==> config.mk <==
export PLATFORM = sky130hd
export DESIGN_NAME = seq_divider_module
export DESIGN_NICKNAME = d
export VERILOG_FILES = /design/src/rtl/seq_divider_module_pkg.sv /design/src/rtl/div_step_module.sv /design/src/rtl/seq_divider_module.sv
export SDC_FILE = /design/constraint.sdc
export NUM_CORES = 1
export LEC_CHECK = 0
export CAP_MARGIN = 30
export CORE_ASPECT_RATIO = 0.5
export CORE_MARGIN = 4
export CORE_UTILIZATION = 35
export DETAILED_ROUTE_END_ITERATION = 7
export GPL_TIMING_DRIVEN = 0
export PLACE_DENSITY = 0.62
export SYNTH_ARGS = -nofsm -noshare
export SYNTH_HDL_FRONTEND = slang
export SYNTH_HIERARCHICAL = 1
export SYNTH_SLANG_ARGS = --single-unit
==> constraint.sdc <==
create_clock -name CLK -period 2.4 [get_ports CLK]
set_clock_uncertainty 0.2 [all_clocks]
set_input_delay 0.48 -clock CLK [delete_from_list [all_inputs] [get_ports CLK]]
set_output_delay 0.48 -clock CLK [all_outputs]
set_load 0.02 [all_outputs]
==> src/rtl/seq_divider_module_pkg.sv <==
// Shared definitions for the sequential restoring divider: default operand
// width and the FSM state encoding.
package seq_divider_module_pkg;

  localparam int DEFAULT_WIDTH = 8;

  typedef enum logic [1:0] {
    IDLE   = 2'd0,
    CALC   = 2'd1,
    FINISH = 2'd2,
    ACK    = 2'd3
  } state_t;

endpackage

==> src/rtl/div_step_module.sv <==
// One restoring-division iteration: shift the next dividend bit into the
// partial remainder, trial-subtract the divisor, and restore on borrow.
module div_step_module #(
  parameter int WIDTH = 8
) (
  input  logic [WIDTH:0]   i_remainder,
  input  logic             i_dividend_msb,
  input  logic [WIDTH-1:0] i_divisor,
  output logic [WIDTH:0]   o_remainder,
  output logic             o_quotient_bit
);

  // One extra bit above the shifted remainder acts as the borrow/sign bit.
  logic [WIDTH+1:0] w_shifted;
  logic [WIDTH+1:0] w_trial;

  assign w_shifted      = {i_remainder, i_dividend_msb};
  assign w_trial        = w_shifted - {2'b00, i_divisor};
  assign o_quotient_bit = ~w_trial[WIDTH+1];
  assign o_remainder    = w_trial[WIDTH+1] ? w_shifted[WIDTH:0] : w_trial[WIDTH:0];

endmodule

==> src/rtl/seq_divider_module.sv <==
// Multi-cycle unsigned restoring divider: IDLE -> CALC (WIDTH steps) ->
// FINISH (load results, pulse Done_Sig) -> ACK -> IDLE.
module seq_divider_module
  import seq_divider_module_pkg::*;
#(
  parameter int WIDTH = DEFAULT_WIDTH
) (
  input  logic             CLK,
  input  logic             RSTn,
  input  logic             Start_Sig,
  input  logic [WIDTH-1:0] A,
  input  logic [WIDTH-1:0] B,
  output logic [WIDTH-1:0] Quotient,
  output logic [WIDTH-1:0] Remainder,
  output logic             DivZero,
  output logic             Busy,
  output logic             Done_Sig
);

  localparam int CNT_W = $clog2(WIDTH);

  state_t           r_state;
  state_t           w_next_state;
  logic [WIDTH-1:0] r_dividend;
  logic [WIDTH-1:0] r_divisor;
  logic [WIDTH:0]   r_rem;
  logic [CNT_W-1:0] r_count;
  logic [WIDTH-1:0] r_quotient;
  logic [WIDTH-1:0] r_remainder;
  logic             r_div_zero;
  logic             r_done;
  logic [WIDTH:0]   w_next_rem;
  logic             w_q_bit;
  logic             w_last;

  div_step_module #(.WIDTH(WIDTH)) u_step (
    .i_remainder    (r_rem),
    .i_dividend_msb (r_dividend[WIDTH-1]),
    .i_divisor      (r_divisor),
    .o_remainder    (w_next_rem),
    .o_quotient_bit (w_q_bit)
  );

  assign w_last = (r_count == CNT_W'(WIDTH - 1));

  always_ff @(posedge CLK or negedge RSTn) begin
    if (!RSTn) r_state <= IDLE;
    else       r_state <= w_next_state;
  end

  always_comb begin
    w_next_state = r_state;
    case (r_state)
      IDLE:    if (Start_Sig) w_next_state = CALC;
      CALC:    if (w_last)    w_next_state = FINISH;
      FINISH:  w_next_state = ACK;
      ACK:     w_next_state = IDLE;
      default: w_next_state = IDLE;
    endcase
  end

  // NOTE: every register here is cleared by the async reset, so an aborted
  // division leaves no stale operands or partial results behind.
  always_ff @(posedge CLK or negedge RSTn) begin
    if (!RSTn) begin
      r_dividend  <= '0;
      r_divisor   <= '0;
      r_rem       <= '0;
      r_count     <= '0;
      r_quotient  <= '0;
      r_remainder <= '0;
      r_div_zero  <= 1'b0;
      r_done      <= 1'b0;
    end else begin
      case (r_state)
        IDLE: begin
          if (Start_Sig) begin
            r_dividend <= A;
            r_divisor  <= B;
            r_rem      <= '0;
            r_count    <= '0;
          end
        end
        CALC: begin
          // The dividend register doubles as the quotient shift register.
          r_rem      <= w_next_rem;
          r_dividend <= {r_dividend[WIDTH-2:0], w_q_bit};
          r_count    <= r_count + CNT_W'(1);
        end
        FINISH: begin
          r_quotient  <= r_dividend;
          r_remainder <= r_rem[WIDTH-1:0];
          r_div_zero  <= (r_divisor == '0);
          r_done      <= 1'b1;
        end
        ACK:     r_done <= 1'b0;
        default: r_done <= 1'b0;
      endcase
    end
  end

  assign Quotient  = r_quotient;
  assign Remainder = r_remainder;
  assign DivZero   = r_div_zero;
  assign Done_Sig  = r_done;
  // NOTE: decoded straight from the state register, no extra flop.
  assign Busy      = (r_state != IDLE);

endmodule

==> metrics.txt, run 1 <==
hold path cells 2; CTS Buf Count 5; Period minus WS final 2650 ps; MaxCap Viol Count 0; crit path kind reg2reg; largest net degree at the start of global routing 38; initial antenna violation count 0; Tightest Pin Transition 596 ps; Die Height 67.8 um; CP Data Required Time 2380 ps; Final Wtd Congestion 0.802; largest cells by area after synthesis dfrtp_1, mux2_2, ha_1; fin worst setup slack -246 ps; library cells used by synthesis 38; FF-to-FF path depth 8; wirelength, routed 5280 um; detailed-route wire length per cell 14.6 um; Cells after Synth 207; worst-path maximum fanout 6; Rel. slew slack 60.3%; run status finished with violations; design area 3470 um^2; internal power 3.42 mW; row count 21; crit path DAT 2620 ps; area post-placement 3040 um^2; All-Layer GR Usage 13.0%; chip width 128 um; Final HPWL DP 3690 um; Gate power share 58.5%; Final Hold Viols 0; Switching Fraction 37.1%; mean number of vias per cell 4.98; Post-synth EDFFs 0; Peak VDD IR 499 uV; Final period util 110%; Leak 1.52 nW; Mapped Area 2500 um^2; Fin Setup TNS -1670 ps; CTS Buffer Depth 2; layout cells sized above 1 29.6%; Die ar. 8650 um^2; Syn Nets 242; Inserted Diodes 0; Final Max Tran Viols 0; P_sw 2.02 mW; Clk pwr share 15.2%; top_reg_cell synth dfrtp_1; first-pass GRT wire length 8990 um; Fmax 378 MHz; violated checks negative setup slack; final net count 304; CTS Root Cell clkbuf_16; Layout area overhead 38.6%; Post-route DRC 0; gr ovfl total 0; clk slew on worst S/H paths 70 ps; Core Area 6810 um^2; CTS tree done; port buffer count 37; Post-synth ARST share 100%; H-tree depth 2; Seq pwr share 26.3%; Yosys reg bits 48; crit path capture type flip-flop; vias in the first global route 2,001; power per cell area 1570 nW/um^2; RSZ-0062 raised after global routing yes; sequential area share after synthesis 48.0%; Avg Inst Size Synth 12.1 um^2; via count 1,802; Top Ports 38; drt first-iter violations 92; drt pass-1 iters 4; Final setup viols 9; Warnings, synthesis 6; Critical Path Start Type flip-flop; starting density of the core 36.8%; share of Yosys cell area claimed by the top area cell type 48.0%; clock sinks 48; Fillers 591; worst min path class reg2reg; cell taking the most area after synthesis dfrtp_1; clock latency at the later pin of the worst-skew pair 290 ps; post-route ant nets 0
-- per-layer routing --
metal / vias to the layer above / track usage (%) / wire, um
li1: 865 / - / -
met1: 899 / 15.7 / 2380
met2: 26 / 23.5 / 2700
met3: 12 / 2.69 / 115
met4: 0 / 4.50 / 94
met5: - / 0 / 0
-- through the flow --
step,hold WS [ps],cells,util (%),total power [mW],worst slack [ps]
2_1_floorplan,-15.6,207,-,3.36,-271
3_3_place_gp,275,336,44.5,4.01,-660
3_5_place_dp,185,337,44.7,4.10,-493
4_1_cts,299,362,50.6,5.39,-163
5_1_grt,328,362,50.9,5.85,-346
6_report,293,362,50.9,5.44,-246
-- power groups by stage --
| stage | clock, mW | sequential [mW] | combinational [mW] |
|---|---|---|---|
| 2_1_floorplan | 0 | 1.56 | 1.80 |
| 3_3_place_gp | 0 | 1.45 | 2.56 |
| 3_5_place_dp | 0 | 1.47 | 2.63 |
| 4_1_cts | 0.841 | 1.44 | 3.11 |
| 5_1_grt | 0.873 | 1.47 | 3.50 |
| 6_report | 0.828 | 1.43 | 3.18 |
-- kinds of logic (layout without fill, tap and decap cells) --
| family | count (synthesis) | in the layout | share of synthesized area, % |
|---|---|---|---|
| flops | 48 | 48 | 48.0 |
| mux | 43 | 43 | 19.2 |
| compound gates | 40 | 40 | 12.4 |
| simple gates | 32 | 32 | 6.05 |
| buf+inv | 22 | 85 | 3.90 |
| fa+ha+maj | 16 | 16 | 8.30 |
| xor+xnor | 6 | 6 | 2.10 |
-- repair_timing --
action / in CTS / in global routing
setup endpoints to repair: 10 / 10
pin swaps: 12 / 9
endpoints found under the hold margin: 11 / 0
hold buffers: 1 / 0
resized for setup: 19 / 3
buffers inserted: 16 / 2
-- final timing paths --
kind / startpoint / end / slack, ps
min in group asynchronous: RSTn / r_state[0] / 410
max in group asynchronous: RSTn / r_rem[2] / 1090
worst min register to register: Done_Sig / Done_Sig / 290
worst min-delay path: Done_Sig / Done_Sig / 290
worst max-delay path: r_rem[3] / r_rem[4] / -250
worst max register to register: r_rem[3] / r_rem[4] / -250
-- cells in the final DEF (no fill, tap or decap), drive strengths merged --
master         Yosys  layout
nand2b             6       6
clkbuf             1       7
clkdlybuf4s50      0      35
a221o              1       1
o211ai             2       2
inv               16      16
a211oi             1       1
a21o               1       1
o22ai              1       1
nand3              2       2
clkinv             0       1
and2               3       3
dlygate4sd3        0       1
mux2              31      31
a21oi              6       6
mux2i             12      12
ha                15      15
xnor2              5       5
o221a              2       2
a22o              11      11
a21boi             1       1
a2111oi            1       1
nor2               6       6
nand2             12      12
bufinv             0       1
o2111ai            1       1
nor4               2       2
nor3               1       1
a41oi              1       1
dfrtp             48      48
o21ai             10      10
fa                 1       1
a221oi             1       1
dlygate4sd2        0       1
buf                5      23
xor2               1       1
-- synth_stat cells (3+ instances only) --
cell and count:
o21ai_0 7, a22o_1 11, a21oi_1 5, inv_1 16, o21ai_1 3, mux2i_1 11, dfrtp_1 48, buf_2 3
nor2_1 6, ha_1 15, nand2b_1 6, nand2_1 12, mux2_2 31, xnor2_1 5
-- area by class of cell --
type	count	area, um^2	area share (%)
clock buffers	6	139	4.01
repair buffers	55	531	15.3
flip-flops and latches	48	1200	34.8
multi-input cells	137	1340	38.7
clock inverters	2	38.8	1.12
inverters	16	60.1	1.73
well taps	92	115	3.32
plain buffers	6	37.5	1.08
-- sequential cells by signal (all words and copies together), names as in the netlist --
name,cells
r_state,2
r_dividend,8
r_rem,9
Remainder,8
DivZero,1
Quotient,8
Done_Sig,1
r_count,3
r_divisor,8
-- critical path, stage by stage (launching register included) --
cell and delay, ps:
dfrtp_2 430, ha_4 290, o211ai_1 80, a21o_1 190, a221o_1 360, a221oi_4 330, buf_12 170, mux2_4 290
a22o_1 190
(Power assumes the default switching activity.)
==> run 2, diff against run 1 <==
PLACE_DENSITY = 0.61   (was 0.62)
==> run 2 against run 1 <==
Worst setup slack better by 52 ps. Largest power group unchanged. The flow still finishes with violations (negative setup slack). Global-route usage shrank 0.49 points. Sequential share of layout area grew 0.15 points.
==> metrics.txt, run 2 (synthesized netlist as in run 1, its figures left out) <==
Final Max Tran Viols 0 (unchanged); Rel. slew slack 61.7% (+1.4 points); Multi-input gate area 1330 um^2 (-0.75%); crit path kind reg2reg; worst path bufs/invs 1 (unchanged); MaxCap Viol Count 0 (unchanged); Peak VDD IR 524 uV (+5.2%); worst-path maximum fanout 6 (unchanged); Biggest register r_rem; Final setup viols 9 (unchanged); Post-Layout Cell Count 363 (+0.28%); Tightest Pin Transition 575 ps (-21.1 ps); Final HPWL DP 3670 um (-0.52%); CTS Root Cell clkbuf_16; max reg flops 9 (unchanged); final net count 305 (+0.33%); Reg area 1200 um^2 (unchanged); drt first-iter violations 66 (-28%); clock latency at the later pin of the worst-skew pair 280 ps (about the same); PnR Total Power 5.36 mW (-1.6%); Final period util 108% (-2.1 points); flop2flop setup slack -190 ps (+50 ps); power per cell area 1550 nW/um^2 (-1.1%); port buffer count 37 (unchanged); first-pass GRT wire length 8660 um (-3.7%); crit path DAT 2570 ps (-50 ps); most frequent cells in the layout dfrtp_1, clkdlybuf4s50_1, mux2_2, buf_4, inv_1; initial antenna violation count 0 (unchanged); CP Data Required Time 2370 ps (about the same); Top Ports 38 (unchanged); Layout area overhead 37.9%; clk slew on worst S/H paths 60 ps (about the same); crit path capture type flip-flop; Final Wtd Congestion 0.807 (+0.74%); Period minus WS final 2590 ps (-51.6 ps); Max stage delay cell, worst path dfrtp_2; H-tree depth 2 (unchanged); drt pass-1 iters 4 (unchanged); RSZ-0062 raised after global routing yes; largest net degree at the start of global routing 38 (unchanged); violated checks negative setup slack; Critical Path Start Type flip-flop; mean number of vias per cell 4.85 (-2.5%); post-route ant nets 0 (unchanged); slowest stage delay, CP 430 ps (about the same); CP Cell Sequence ha_4 > o211ai_1 > a21o_1 > a221o_1 > a221oi_4 > buf_6 > mux2_4 > a22o_1; run status finished with violations; Fmax 385 MHz (+2.0%); detailed-route wire length per cell 14.2 um (-2.9%); All-Layer GR Usage 12.5% (-0.49 points); worst min path class reg2reg; layout cells sized above 1 30.3% (+0.63 points); Placed Cells 337 (unchanged); Die Height 67.8 um (unchanged); Die ar. 8650 um^2 (unchanged); most common cell after layout, fill and taps aside dfrtp_1; design area 3450 um^2 (-0.43%); CTS tree done; via count 1,762 (-2.2%); CTS Buf Count 5 (unchanged); Fillers 574 (-2.9%); Post-route DRC 0 (unchanged); Largest delay share family, worst path compound AO/OA/AOI/OAI gates; clock sinks 48 (unchanged); Core Area 6810 um^2 (unchanged); starting density of the core 36.8% (unchanged); CTS Buffer Depth 2 (unchanged); Final Hold Viols 0 (unchanged); Inserted Diodes 0 (unchanged); Hold Slack 302 ps (+9.02 ps); area post-placement 3040 um^2 (unchanged); Leak 1.52 nW (-0.15%); row count 21 (unchanged); gr ovfl total 0 (unchanged); vias in the first global route 1,836 (-8.2%); chip width 128 um (unchanged); fin worst setup slack -195 ps (+51.6 ps); wirelength, routed 5150 um (-2.6%)
-- run 2: cell type report --
| class | instances | share of cell area, % |
|---|---|---|
| plain buffers | 6 | 1.09 |
| clock buffers | 6 | 4.02 |
| inverters | 16 | 1.74 |
| repair buffers | 56 | 15.2 |
| flip-flops and latches | 48 | 34.9 |
| clock inverters | 2 | 1.12 |
| multi-input cells | 137 | 38.6 |
| well taps | 92 | 3.33 |
-- run 2: metrics by stage --
step | TNS (ps) | setup slack [ps] | utilization (%)
finish | -1310 | -195 | 50.7
global route | -2240 | -296 | 50.7
CTS | -1140 | -172 | 50.3
detailed placement | -3310 | -502 | 44.7
global placement | -34640 | -659 | 44.5
floorplan | -1380 | -271 | -
-- run 2: final timing paths --
kind,startpoint,to,depth (start not counted)
max in group asynchronous,RSTn,r_rem[3],3
worst max register to register,r_rem[3],r_rem[5],8
min in group asynchronous,RSTn,r_state[0],2
worst max-delay path,r_rem[3],r_rem[5],8
worst min-delay path,Done_Sig,Done_Sig,2
worst min register to register,Done_Sig,Done_Sig,2
-- run 2: power breakdown --
part | leakage [nW] | total (mW) | internal (mW) | switching (mW)
clock network | 0.0871 | 0.822 | 0.522 | 0.300
registers | 0.600 | 1.43 | 1.18 | 0.254
logic | 0.833 | 3.10 | 1.68 | 1.42
total | 1.52 | 5.36 | 3.38 | 1.97
-- run 2: worst min-delay path, cell delays in order, from the launching register on --
cell,delay (ps)
dfrtp_1,350
nor2_1,40
nor2_1,70
-- run 2: timing repair --
action | in CTS | in global routing
gates resized for setup | 18 | 3
endpoints found under the setup margin | 10 | 9
pin swaps | 12 | 2
buffers inserted | 15 | 2
endpoints found under the hold margin | 11 | 0
hold buffers | 1 | 0
-- run 2: per-layer routing --
metal / part of all wire (%) / wire length, um / vias up / global-route usage (%)
li1: - / - / 865 / -
met1: 50 / 2570 / 869 / 16.7
met2: 47 / 2430 / 24 / 21.0
met3: 2.1 / 106 / 4 / 2.84
met4: 0.62 / 32 / 0 / 2.78
met5: 0 / 0 / - / 0
==> run 3, diff against run 2 <==
CORE_ASPECT_RATIO = unset   (was 0.5)
CORE_MARGIN = 8   (was 4)
==> run 3 against run 2 <==
Combinational power increased by 1%. Clock-buffer cell count decreased by 1. Fmax decreased by 2.5%. Critical path depth unchanged. Sequential share of layout area increased by 0.20 points. Largest power group unchanged. The run still ends with negative setup slack left. Largest cell class unchanged. Die area increased by 17%.
==> metrics.txt, run 3 (synthesized netlist as in run 1, its figures left out) <==
Core Area 7100 um^2 (+4.3%); power per cell area 1540 nW/um^2 (-0.91%); CP Data Required Time 2390 ps (+20 ps); row count 31 (+48%); starting density of the core 35.3% (-1.5 points); most common cell after layout, fill and taps aside dfrtp_1; slowest stage delay, CP 440 ps (about the same); drt first-iter violations 52 (-21%); Top Ports 38 (unchanged); worst min path class reg2reg; Final period util 111% (+2.8 points); Leak 1.50 nW (-1.4%); Top Usage Layer GRT met2; routing usage on met3 2.42% (-0.43 points); Die ar. 10,100 um^2 (+17%); Period minus WS final 2660 ps (+67.2 ps); port buffer count 37 (unchanged); crit path DAT 2650 ps (+80 ps); first-pass GRT wire length 8630 um (-0.39%); Inserted Diodes 0 (unchanged); Final setup viols 9 (unchanged); fin worst setup slack -262 ps (-67.2 ps); Final Wtd Congestion 0.743 (-8.0%); Max stage delay cell, worst path dfrtp_2; Fin Setup TNS -1830 ps (-526 ps); via count 1,753 (-0.51%); Layout area overhead 37.3%; fin util 48.4% (-2.3 points); detailed-route wire length per cell 14.3 um (+0.63%); area post-placement 3050 um^2 (+0.29%); clock latency at the later pin of the worst-skew pair 300 ps (+20 ps); Post-Layout Cell Count 369 (+1.7%); final net count 304 (-0.33%); drt pass-1 iters 4 (unchanged); Biggest register r_rem; post-route ant nets 0 (unchanged); Fmax 376 MHz (-2.5%); vias in the first global route 1,741 (-5.2%); Die Height 101 um (+48%); RSZ-0062 raised after global routing yes; PnR Total Power 5.28 mW (-1.4%); clk slew on worst S/H paths 100 ps (+40 ps); crit path kind reg2reg; violated checks negative setup slack; All-Layer GR Usage 10.6% (-1.8 points); routing usage on met2 16.8% (-4.2 points); Final HPWL DP 3720 um (+1.3%); MaxCap Viol Count 0 (unchanged); clock sinks 48 (unchanged); Tightest Pin Transition 564 ps (-10.2 ps); gr ovfl total 0 (unchanged); Final Hold Viols 0 (unchanged); Peak VDD IR 508 uV (-3.2%); CP Cell Sequence ha_4 > o211ai_1 > a21o_1 > a221o_1 > a221oi_4 > buf_6 > mux2_4 > a22o_1; layout cells sized above 1 31.5% (+1.2 points); most frequent cells in the layout dfrtp_1, clkdlybuf4s50_1, mux2_2, buf_4, inv_1; Largest delay share family, worst path compound AO/OA/AOI/OAI gates; CTS Buffer Depth 2 (unchanged); wirelength, routed 5260 um (+2.3%); chip width 101 um (-21%); largest net degree at the start of global routing 33 (-13%); met1 GRT Util 14.0% (-2.6 points); CTS Root Cell clkbuf_8; Final Max Tran Viols 0 (unchanged); initial antenna violation count 0 (unchanged); CTS Buf Count 5 (unchanged); Critical Path Start Type flip-flop; Rel. slew slack 62.4% (+0.68 points); mean number of vias per cell 4.75 (-2.1%); worst-path maximum fanout 6 (unchanged); design area 3440 um^2 (-0.47%); Placed Cells 344 (+2.1%); max reg flops 9 (unchanged); crit path capture type flip-flop; CTS tree done; H-tree depth 2 (unchanged); worst path bufs/invs 1 (unchanged); Post-route DRC 0 (unchanged); run status finished with violations
## run 3: cell count changes in the layout (fill, tap and decap cells not counted), sizes merged
cell,before,now
buf,24,23
bufinv,1,2
clkbuf,7,6
clkinv,1,0
inv,16,17
## run 3: layout make-up
class | instances | area, um^2
clock buffer | 5 | 68.8
tap | 99 | 124
sequential | 48 | 1210
multi-input combinational | 137 | 1350
fill | 647 | 3660
timing repair buffer | 55 | 518
inverter | 16 | 60.1
buffer | 6 | 37.5
clock inverter | 3 | 68.8
## run 3: layer usage
layer  vias up  wire [um]
li1        863          -
met1       853       2520
met2        34       2470
met3         3        242
met4         0         29
met5         -          0
## run 3: timing repair
item	4_1_cts	5_1_grt
hold endpoints to repair	16	0
pin swaps	15	3
setup buffers	15	3
endpoints found under the setup margin	10	10
resized for setup	24	5
hold buffers	1	0
## run 3: worst paths after layout
kind                            startpoint            end  slack, ps  depth (start not counted)
worst max-delay path              r_rem[3]       r_rem[4]       -260                          8
worst min-delay path              Done_Sig       Done_Sig        300                          2
worst max register to register    r_rem[3]       r_rem[4]       -260                          8
worst min register to register    Done_Sig       Done_Sig        300                          2
max in group asynchronous             RSTn       r_rem[5]       1050                          3
min in group asynchronous             RSTn  r_dividend[1]        420                          2
## run 3: power by group
part	internal [mW]	total, mW	leakage [nW]	switching [mW]
registers	1.18	1.44	0.599	0.266
logic	1.71	3.14	0.831	1.43
clock network	0.419	0.702	0.0687	0.282
total	3.31	5.28	1.50	1.98
## run 3: worst register-to-register path: stages (launching register included)
cell	delay, ps
dfrtp_2	440
ha_4	300
o211ai_1	90
a21o_1	190
a221o_1	370
a221oi_4	300
buf_6	170
mux2_4	300
a22o_1	180
## run 3: metrics by stage
stage / hold slack, ps / setup WS, ps
4_1_cts: 308 / -190
3_3_place_gp: 278 / -745
2_1_floorplan: -15.6 / -271
3_5_place_dp: 231 / -510
6_report: 305 / -262
5_1_grt: 331 / -341
